`config.mk`:
```
export PLATFORM = sky130hd
export DESIGN_NAME = led_blink_monitor
export DESIGN_NICKNAME = d
export VERILOG_FILES = /design/src/rtl/led_blink_monitor.sv
export SDC_FILE = /design/constraint.sdc
export NUM_CORES = 1
export LEC_CHECK = 0
export BUFFER_PORTS_ARGS = -buffer_cell sky130_fd_sc_hd__buf_2
export CORE_UTILIZATION = 59
export CTS_BUF_LIST = sky130_fd_sc_hd__clkbuf_16
export DETAILED_ROUTE_END_ITERATION = 12
export HOLD_SLACK_MARGIN = 0.15
export MAX_ROUTING_LAYER = met4
export PLACE_DENSITY = 0.9
export SYNTH_ARGS = -nofsm -noshare
export SYNTH_HDL_FRONTEND = slang
export SYNTH_SLANG_ARGS = --single-unit
```
`constraint.sdc`:
```
create_clock -name clk -period 3.2 [get_ports clk]
set_input_delay 0.16 -clock clk [delete_from_list [all_inputs] [get_ports clk]]
set_output_delay 0.16 -clock clk [all_outputs]
set_load 0.005 [all_outputs]
```
`src/rtl/led_blink_monitor.sv`:
```
// Blink receiver: synchronizes led_in, measures toggle intervals, counts edges, flags a stuck input.
// Edges land 2 cycles after s1 samples (4 with `BLINK_MON_GLITCH_FILTER_EN, which adds a 3-sample agreement filter).
module led_blink_monitor #(
  parameter int CNT_W   = 16,
  parameter int TIMEOUT = 4096
) (
  input  logic             clk,
  input  logic             rst_n,
  input  logic             led_in,
  output logic             led_level,
  output logic [CNT_W-1:0] half_period,
  output logic             period_valid,
  output logic [7:0]       edge_count,
  output logic             stuck
);

  typedef enum logic [1:0] {
    WAIT_EDGE = 2'd0,
    MEASURE   = 2'd1,
    STUCK     = 2'd2
  } state_t;

  localparam logic [CNT_W-1:0] CNT_MAX = CNT_W'(TIMEOUT - 1);

  state_t           state_q, state_d;
  logic             s1_q, s1_d;
  logic             s2_q, s2_d;
  logic             led_level_q, led_level_d;
  logic [CNT_W-1:0] cnt_q, cnt_d;
  logic [CNT_W-1:0] half_period_q, half_period_d;
  logic             period_valid_q, period_valid_d;
  logic [7:0]       edge_count_q, edge_count_d;
  logic             cand;
  logic             edge_acc;

`ifdef BLINK_MON_GLITCH_FILTER_EN
  // s2 plus two history stages form the 3-sample window; the level moves only on unanimity.
  logic [1:0] flt_q, flt_d;

  always_comb begin
    flt_d = {flt_q[0], s2_q};
    cand  = led_level_q;
    if ((s2_q == flt_q[0]) && (s2_q == flt_q[1])) begin
      cand = s2_q;
    end
  end

  always_ff @(posedge clk or negedge rst_n) begin
    if (!rst_n) begin
      flt_q <= 2'b00;
    end else begin
      flt_q <= flt_d;
    end
  end
`else
  always_comb begin
    cand = s2_q;
  end
`endif

  assign s1_d     = led_in;
  assign s2_d     = s1_q;
  assign edge_acc = (cand != led_level_q);

  always_comb begin
    state_d        = state_q;
    cnt_d          = cnt_q;
    led_level_d    = led_level_q;
    half_period_d  = half_period_q;
    period_valid_d = 1'b0;
    edge_count_d   = edge_count_q;

    if (edge_acc) begin
      led_level_d  = cand;
      edge_count_d = edge_count_q + 8'd1;
      cnt_d        = '0;
      state_d      = MEASURE;
      // Only an interval bounded by two real edges is a valid measurement.
      if (state_q == MEASURE) begin
        half_period_d  = cnt_q + CNT_W'(1);
        period_valid_d = 1'b1;
      end
    end else begin
      case (state_q)
        STUCK: begin
          cnt_d = '0;
        end
        default: begin
          if (cnt_q == CNT_MAX) begin
            state_d = STUCK;
            cnt_d   = '0;
          end else begin
            cnt_d = cnt_q + CNT_W'(1);
          end
        end
      endcase
    end
  end

  always_ff @(posedge clk or negedge rst_n) begin
    if (!rst_n) begin
      state_q        <= WAIT_EDGE;
      s1_q           <= 1'b0;
      s2_q           <= 1'b0;
      led_level_q    <= 1'b0;
      cnt_q          <= '0;
      half_period_q  <= '0;
      period_valid_q <= 1'b0;
      edge_count_q   <= 8'd0;
    end else begin
      state_q        <= state_d;
      s1_q           <= s1_d;
      s2_q           <= s2_d;
      led_level_q    <= led_level_d;
      cnt_q          <= cnt_d;
      half_period_q  <= half_period_d;
      period_valid_q <= period_valid_d;
      edge_count_q   <= edge_count_d;
    end
  end

  assign led_level    = led_level_q;
  assign half_period  = half_period_q;
  assign period_valid = period_valid_q;
  assign edge_count   = edge_count_q;
  assign stuck        = (state_q == STUCK);

endmodule
```
==> results of run 1 <==
==> what timing repair did <==
action | 4_1_cts | 5_1_grt
endpoints found under the setup margin | 0 | 0
hold buffers | 2 | 0
hold endpoints to repair | 47 | 0
setup buffers | 0 | 0
==> worst register-to-register path, stage by stage, from the launching register on <==
cell	delay, ns
dfrtp_1	0.42
ha_1	0.21
nand3_1	0.30
nor4_4	0.39
or3_1	0.50
nor2_1	0.12
==> worst paths after layout <==
check / endpoint / cells after the start
setup / recovery: cnt_q[15]$_DFF_PN0_ / 5
max in group asynchronous: half_period[11]$_DFFE_PN0P_ / 2
min in group asynchronous: half_period[1]$_DFFE_PN0P_ / 2
setup reg to reg: cnt_q[15]$_DFF_PN0_ / 5
hold reg to reg: cand$_DFF_PN0_ / 0
hold / removal: cand$_DFF_PN0_ / 0
==> layout make-up <==
type / instances / area [um2] / area share
flip-flops and latches: 46 / 1150 / 0.520
inverters: 6 / 22.5 / 0.0102
well taps: 44 / 55.1 / 0.0249
clock buffers: 5 / 125 / 0.0566
clock inverters: 3 / 12.5 / 0.00566
multi-input cells: 107 / 666 / 0.301
repair buffers: 33 / 180 / 0.0814
==> registers in the layout (all words and copies together) (netlist names) <==
signal and cells:
cand 1, cnt_q 16, edge_count 8, half_period 16, led_level 1, period_valid 1
s1_q 1, state_q 2
==> layer usage <==
layer  vias to the layer above  global-route usage
met5                         -                   -
met1                       630               0.255
li1                        623                   -
met3                         7              0.0857
met2                        27               0.394
met4                         0               0.109
==> cell families (layout without fill, tap and decap cells) <==
logic type / count (synthesis) / count (layout) / share of synthesized area
AND/OR/NAND/NOR: 65 / 65 / 0.176
flip-flops: 46 / 46 / 0.612
XOR/XNOR: 22 / 22 / 0.106
AO/OA/AOI/OAI: 15 / 15 / 0.0412
multiplexers: 3 / 3 / 0.0173
buffers and inverters: 12 / 47 / 0.0346
adder cells (fa/ha/maj): 2 / 2 / 0.0133
==> power by group through the flow <==
| stage | registers, uW | logic (uW) | clock network [uW] |
|---|---|---|---|
| final | 739 | 250 | 483 |
| after global routing | 751 | 282 | 514 |
| after CTS | 740 | 254 | 494 |
| after detailed placement | 749 | 244 | 0 |
| after global placement | 740 | 232 | 0 |
| after floorplan | 749 | 126 | 0 |
==> synthesized netlist by cell type <==
cell and count:
buf_6 1, nand2_1 5, nor3_1 3, and3_1 1, xor2_2 1, and4_1 2, buf_8 1, nor2b_1 1
dfrtp_1 46, o21bai_1 1, nor4_1 4, mux2_1 1, nor3b_2 1, nand3_1 5, clkbuf_1 3, nor4_4 1
xnor2_1 15, a21oi_1 14, nand4_1 6, or3_1 1, or4_4 1, mux2i_1 1, ha_1 2, buf_2 1
mux2_2 1, nor2_1 34, xor2_1 6, inv_1 6
==> through the flow <==
step / instance area, um2 / instances / total power, uW / hold WS (ns)
2_1_floorplan: 1880 / 165 / 875 / -0.136
3_3_place_gp: 2050 / 234 / 972 / 0.269
3_5_place_dp: 2050 / 234 / 993 / 0.270
4_1_cts: 2210 / 244 / 1490 / 0.348
5_1_grt: 2210 / 244 / 1550 / 0.369
6_report: 2210 / 244 / 1470 / 0.347
==> flow_summary.yaml, run 1 <==
layout:
  final_nets: 204
  drive_above_1_share: 0.210
  fillers: 201
  layout_common_cells: "dfrtp_1 (46), nor2_1 (34), buf_2 (29), xnor2_1 (15), a21oi_1 (14)"
  final_util: 0.731
  area_growth_pct: 17.6
  layout_commonest_cell: "dfrtp_1"
  diodes: 0
timing:
  tns_ns: 0
  layout_min_cycle_time_ns: 2.09
  fmax_mhz: 480
  setup_viol_count_final: 0
  rsz0062_at_grt: "no"
  worst_pin_slew_ns: 0.963
  hold_viol: 0
  slew_violations: 0
  slew_headroom: 0.358
  post-route-period-util: 0.652
  fin_ws_ns: 1.11
  skew_ns: 0.00891
routing:
  wirelength_um: 3410
  postRouteAntennaNets: 0
  drc_errors: 0
  post_drt_wl_per_cell_um: 14.0
  vias_per_cell: 5.27
  highest_layer: "met4"
  met2_wirelength_um: 1770
  drtPass1Iterations: 4
  dr.first_iter.drc_count: 43
  wl_met3_um: 139
  wl_met1_um: 1420
  dr_total_vias: 1287
grt:
  track_usage: 0.238
  grt-ovfl-total: 0
  grt_pass1_wl_um: 5600
  antenna_found_initial: 0
  grt_max_degree: 47
  grt_pass1_vias: 1283
power:
  pwr-share-comb: 0.170
  power_frac_seq: 0.502
  sw_frac_of_total: 0.270
  p_leak_uw: 0.00104
  p_per_area_mw_per_mm2: 666
  switchingPower_uw: 398
  peakVddDrop_mv: 0.418
  p_clk_frac: 0.328
  internal-power_uw: 1070
worst_setup_path:
  cp_max_fo: 16
  cpMaxStageDelayCell: "or3_1"
  crit_path_start: "cnt_q[0]$_DFF_PN0_"
  path_buf_inv: 0
  worstPathRequired_ns: 3.35
  worstPathCellList: "ha_1, nand3_1, nor4_4, or3_1, nor2_1"
  cp_top_family: "simple AND/OR/NAND/NOR gates"
  critPathLaunchType: "flip-flop"
  cp.arrival_ns: 2.23
  slowest_delay_ns: 0.50
  path_class: "flip-flop to flip-flop"
  cp-end-kind: "flip-flop"
  reg2reg_setup_slack_ns: 1.11
  regToRegStartpoint: "cnt_q[0]$_DFF_PN0_"
yosys:
  yosysUniqueCellTypes: 28
  synthTopCellsByArea: "dfrtp_1 (61%), xnor2_1 (7.0%), nor2_1 (6.8%), a21oi_1 (3.7%), xor2_1 (2.8%)"
  syn-instance-count: 165
  synth-seq-cells: 46
  synth_top_cell_by_area: "dfrtp_1"
  seq_area_frac_synth: 0.612
  synth_top_area_share: 0.612
  synth_area_mm2: 0.00188
  yosys_warnings: 0
  syn-num-nets: 170
  synth_area_per_cell_um2: 11.4
clocking:
  clock_sinks: 46
  ctsResizeCount: 0
  insertion_delay_ns: 0.29
  cts_root_buffer: "clkbuf_16"
  cts_tree: "built"
  cts_buffers: 5
  clkTransAtPathRegs_ns: 0.06
  clockBufferDepth: 2
  htreeDepth: 2
placed_design:
  dp_hpwl_um: 2300
  pre_cts_slack_ns: 1.14
  port_buffers: 29
  place_congestion: 0.761
floorplanning:
  design.core.area_mm2: 0.00303
  die_area_mm2: 0.00342
  die_w_um: 58.5
  io_pins: 30
  fp.dieH_um: 58.5
  rows: 20
  initial_core_util: 0.621
flow_run:
  maxCapViolations: 0
status:
  status: "finished, final reports clean"
hold_path:
  hold_class: "flip-flop to flip-flop"
  min-delay-start: "s1_q$_DFF_PN0_"
(Power assumes the default switching activity.)
==> run 2: changes to the inputs <==
Settings changed: CORE_UTILIZATION 59 to 55, PLACE_DENSITY 0.9 to 0.85.
Clock period 3.2 ns to 2.1 ns, I/O delays scaled along.
==> run 2 against run 1 <==
  * Clock skew decreased by 0.0043 ns
  * Flip-flop and latch count stayed put
  * First-iteration DRC count shrank 42%
  * Combinational power grew 52%
  * Die area increased by 7.0%
  * Clock power is 48% higher
  * Critical path type unchanged
  * Largest power group unchanged
==> flow_summary.yaml, run 2 (synthesis gave the netlist of run 1 again) <==
worst_setup_path:
  worstPathRequired_ns: 2.26
  critPathLaunchType: "flip-flop"
  rr_endpoint: "cnt_q[10]$_DFF_PN0_"
  cp-end-kind: "flip-flop"
  cp.arrival_ns: 2.00
  path_class: "flip-flop to flip-flop"
  ff2ff_path_depth: 5
  cp_max_fo: 16
  crit_path_end: "cnt_q[10]$_DFF_PN0_"
  regToRegStartpoint: "cnt_q[12]$_DFF_PN0_"
  crit_path_start: "cnt_q[12]$_DFF_PN0_"
  reg2reg_setup_slack_ns: 0.25
layout:
  final-instance-count-excl-fill: 248
  layout_common_cells: "dfrtp_1 (46), nor2_1 (34), buf_2 (29), xnor2_1 (15), a21oi_1 (14)"
  layout_commonest_cell: "dfrtp_1"
  final_util: 0.712
  drive_above_1_share: 0.225
  diodes: 0
  area_growth_pct: 19.3
  final_nets: 209
floorplanning:
  io_pins: 30
  rows: 20
  fp.dieH_um: 60.5
  initial_core_util: 0.597
  die_w_um: 60.5
  die_area_mm2: 0.00366
  design.core.area_mm2: 0.00315
placed_design:
  port_buffers: 29
  place_congestion: 0.763
  pre_cts_slack_ns: 0.263
  placed_cells: 239
  dp_hpwl_um: 2440
timing:
  hold_viol: 0
  slew_headroom: 0.699
  post-route-period-util: 0.879
  setup_viol_count_final: 0
  layout_min_cycle_time_ns: 1.85
  rsz0062_at_grt: "no"
  fin_ws_ns: 0.255
  fmax_mhz: 542
  tns_ns: 0
  slew_violations: 0
  worst_pin_slew_ns: 0.450
  skew_ns: 0.00462
clocking:
  htreeDepth: 2
  cts_buffers: 5
  cts_root_buffer: "clkbuf_16"
  post_cts_buffers: 0
  clkTransAtPathRegs_ns: 0.06
  clock_sinks: 46
  insertion_delay_ns: 0.28
  clockBufferDepth: 2
  cts_tree: "built"
grt:
  grt_pass1_wl_um: 5530
  antenna_found_initial: 0
  grt_max_degree: 30
  grt-ovfl-total: 0
  track_usage: 0.220
  grt_pass1_vias: 1249
routing:
  dr.first_iter.drc_count: 25
  drtPass1Iterations: 4
  drc_errors: 0
  vias_per_cell: 5.23
  post_drt_wl_per_cell_um: 13.4
  wirelength_um: 3310
  postRouteAntennaNets: 0
  dr_total_vias: 1297
power:
  p_per_area_mw_per_mm2: 988
  peakVddDrop_mv: 0.625
  p_leak_uw: 0.00106
hold_path:
  hold_class: "primary input to async pin"
status:
  status: "finished, final reports clean"
flow_run:
  maxCapViolations: 0
[run 2: cell types whose count changed in the layout (fill, tap and decap cells not counted)]
cell      delta
clkinv_1     -1
clkinv_2     -1
inv_1        +1
buf_4        +5
[run 2: how the worst min path moves through the flow]
stage                                             to  start  cells after the start
after floorplan                       cand$_DFF_PN0_  rst_n                      0
after global placement    half_period[0]$_DFFE_PN0P_  rst_n                      1
after detailed placement  half_period[0]$_DFFE_PN0P_  rst_n                      1
after CTS                 half_period[0]$_DFFE_PN0P_  rst_n                      2
after global routing      half_period[6]$_DFFE_PN0P_  rst_n                      2
final                     half_period[6]$_DFFE_PN0P_  rst_n                      2
[run 2: stage by stage]
stage | area, um2 | total power, uW | hold WS, ns
floorplan | 1880 | 1330 | -0.191
global placement | 2090 | 1490 | 0.0458
detailed placement | 2090 | 1520 | 0.0591
CTS | 2240 | 2240 | 0.289
global route | 2240 | 2350 | 0.333
finish | 2240 | 2220 | 0.281
[run 2: metal layers]
| metal | wire length (um) | vias to the layer above | global-route usage |
|---|---|---|---|
| met5 | 0 | - | - |
| met4 | 46 | 0 | 0.0942 |
| met3 | 138 | 5 | 0.0704 |
| met2 | 1700 | 28 | 0.361 |
| met1 | 1430 | 638 | 0.247 |
| li1 | - | 626 | - |
[run 2: power breakdown]
part | switching, uW | internal (uW) | leakage, uW
logic | 182 | 198 | 0.000398
registers | 108 | 1020 | 0.000588
clock network | 288 | 425 | 0.0000723
[run 2: area by class of cell]
type,count,area [um2]
clock buffer,5,125
timing repair buffer,38,218
tap,44,55.1
multi-input combinational,107,666
sequential,46,1150
clock inverter,2,7.51
fill,242,908
inverter,6,22.5
[run 2: repair_timing]
action                                  4_1_cts  5_1_grt
hold buffers                                  2        0
resized for setup                             0        0
endpoints found under the setup margin        0        0
endpoints found under the hold margin        18        0
[run 2: worst max-delay path, cell delays in order (launching register included)]
cell	delay, ns
dfrtp_1	0.43
or4_4	0.56
nor4_4	0.31
or3_1	0.14
buf_4	0.19
nor2_1	0.08
==> run 3: changes to the inputs <==
Settings changed: CELL_PAD_IN_SITES_DETAIL_PLACEMENT set to 0, CELL_PAD_IN_SITES_GLOBAL_PLACEMENT set to 2, CORE_UTILIZATION 55 to 36, CTS_BUF_LIST sky130_fd_sc_hd__clkbuf_16 to sky130_fd_sc_hd__clkbuf_4 sky130_fd_sc_hd__clkbuf_8 sky130_fd_sc_hd__clkbuf_16, PLACE_DENSITY 0.85 to 0.84.
==> run 3 against run 2 <==
  * Count of clock-buffer cells in the layout grew 1
  * Global-route usage decreased by 7.6 points
  * First-iteration DRC count grew to 3.5 times the previous value
  * Combinational power shrank 1%
  * Flip-flop and latch count is the same
  * Via count decreased by 5.1%
  * Sequential power barely moved
  * Register-to-register slack barely moved
  * Total power shrank 9.3%
  * Worst hold slack improved by 0.0058 ns
==> flow_summary.yaml, run 3 (synthesis gave the netlist of run 1 again) <==
clocking:
  htreeDepth: 2
  clockBufferDepth: 2
  cts_root_buffer: "clkbuf_8"
  clock_sinks: 46
  post_cts_buffers: 0
  ctsResizeCount: 0
  cts_buffers: 5
  insertion_delay_ns: 0.29
  clkTransAtPathRegs_ns: 0.07
  cts_tree: "built"
worst_setup_path:
  critPathLaunchType: "flip-flop"
  path_buf_inv: 1
  worstPathRequired_ns: 2.27
  worstPathCellList: "or4_4, nor4_4, or3_1, buf_4, nor2_1"
  cpMaxStageDelayCell: "or4_4"
  cp.arrival_ns: 2.01
  cp_top_family: "simple AND/OR/NAND/NOR gates"
  cp_max_fo: 16
  slowest_delay_ns: 0.56
  path_class: "flip-flop to flip-flop"
  cp-end-kind: "flip-flop"
layout:
  layout_common_cells: "dfrtp_1 (46), nor2_1 (34), buf_2 (29), xnor2_1 (15), a21oi_1 (14)"
  final_nets: 209
  area_growth_pct: 18.2
  final_area_mm2: 0.00222
  layout_commonest_cell: "dfrtp_1"
  final-instance-count-excl-fill: 270
  drive_above_1_share: 0.232
  diodes: 0
  fillers: 485
floorplanning:
  rows: 25
  initial_core_util: 0.386
  design.core.area_mm2: 0.00488
  die_w_um: 74.3
  die_area_mm2: 0.00552
  io_pins: 30
  fp.dieH_um: 74.3
flow_run:
  maxCapViolations: 0
grt:
  grt_pass1_vias: 1206
  met1_usage: 0.188
  grt-ovfl-total: 0
  track_usage: 0.144
  grt_pass1_wl_um: 5650
  antenna_found_initial: 0
  globalRoute.busiestLayer: "met2"
  grt_max_degree: 29
  use_met2: 0.212
  use_met3: 0.0325
power:
  p_clk_frac: 0.255
  p_leak_uw: 0.00103
  p_per_area_mw_per_mm2: 905
  sw_frac_of_total: 0.272
  internal-power_uw: 1470
  peakVddDrop_mv: 0.382
  pwr-share-comb: 0.186
  switchingPower_uw: 547
  power_frac_seq: 0.559
placed_design:
  placed_cell_area_mm2: 0.00212
  port_buffers: 29
  place_congestion: 0.727
  placed_cells: 262
  dp_hpwl_um: 2370
timing:
  slew_headroom: 0.702
  fmax_mhz: 543
  skew_ns: 0.00267
  slew_violations: 0
  setup_viol_count_final: 0
  tns_ns: 0
  post-route-period-util: 0.877
  worst_pin_slew_ns: 0.448
  layout_min_cycle_time_ns: 1.84
  hold_viol: 0
  rsz0062_at_grt: "no"
routing:
  vias_per_cell: 4.56
  post_drt_wl_per_cell_um: 12.2
  wirelength_um: 3280
  drc_errors: 0
  dr_total_vias: 1231
  drtPass1Iterations: 4
  dr.first_iter.drc_count: 87
  postRouteAntennaNets: 0
status:
  status: "finished, final reports clean"
hold_path:
  hold_class: "primary input to async pin"
-- run 3: timing repair --
item,CTS,global route
endpoints found under the setup margin,0,0
hold buffers,2,0
hold endpoints to repair,19,0
-- run 3: through the flow --
| stage | total power [uW] | hold WS [ns] | utilization | setup WS, ns |
|---|---|---|---|---|
| 2_1_floorplan | 1330 | -0.191 | - | 0.320 |
| 3_3_place_gp | 1500 | 0.0702 | 0.435 | 0.300 |
| 3_5_place_dp | 1520 | 0.0756 | 0.435 | 0.267 |
| 4_1_cts | 2050 | 0.299 | 0.456 | 0.260 |
| 5_1_grt | 2150 | 0.309 | 0.456 | 0.138 |
| 6_report | 2010 | 0.287 | 0.456 | 0.258 |
-- run 3: path summary, 6_finish.rpt --
kind | startpoint | to | slack [ns] | cells after the start
setup reg to reg | cnt_q[12]$_DFF_PN0_ | cnt_q[14]$_DFF_PN0_ | 0.26 | 5
setup / recovery | cnt_q[12]$_DFF_PN0_ | cnt_q[14]$_DFF_PN0_ | 0.26 | 5
max in group asynchronous | rst_n | cnt_q[2]$_DFF_PN0_ | 1.11 | 3
min in group clk | s1_q$_DFF_PN0_ | cand$_DFF_PN0_ | 0.35 | 0
hold reg to reg | s1_q$_DFF_PN0_ | cand$_DFF_PN0_ | 0.35 | 0
hold / removal | rst_n | half_period[9]$_DFFE_PN0P_ | 0.29 | 2
-- run 3: cell type report --
type | count | area [um2] | share of cell area
clock buffers | 6 | 82.6 | 0.0371
multi-input cells | 107 | 666 | 0.299
inverters | 6 | 22.5 | 0.0101
flip-flops and latches | 46 | 1150 | 0.518
repair buffers | 38 | 218 | 0.0979
well taps | 67 | 83.8 | 0.0377
-- run 3: power by group through the flow --
stage	Clock (uW)	Sequential, uW	Combinational (uW)
6_report	513	1120	375
5_1_grt	566	1150	431
4_1_cts	539	1130	386
3_5_place_dp	0	1140	381
3_3_place_gp	0	1130	372
2_1_floorplan	0	1140	192
-- run 3: per-layer routing --
| layer | wire, um | up-vias |
|---|---|---|
| li1 | - | 622 |
| met2 | 1530 | 17 |
| met4 | 56 | 0 |
| met5 | 0 | - |
| met3 | 86 | 5 |
| met1 | 1610 | 587 |
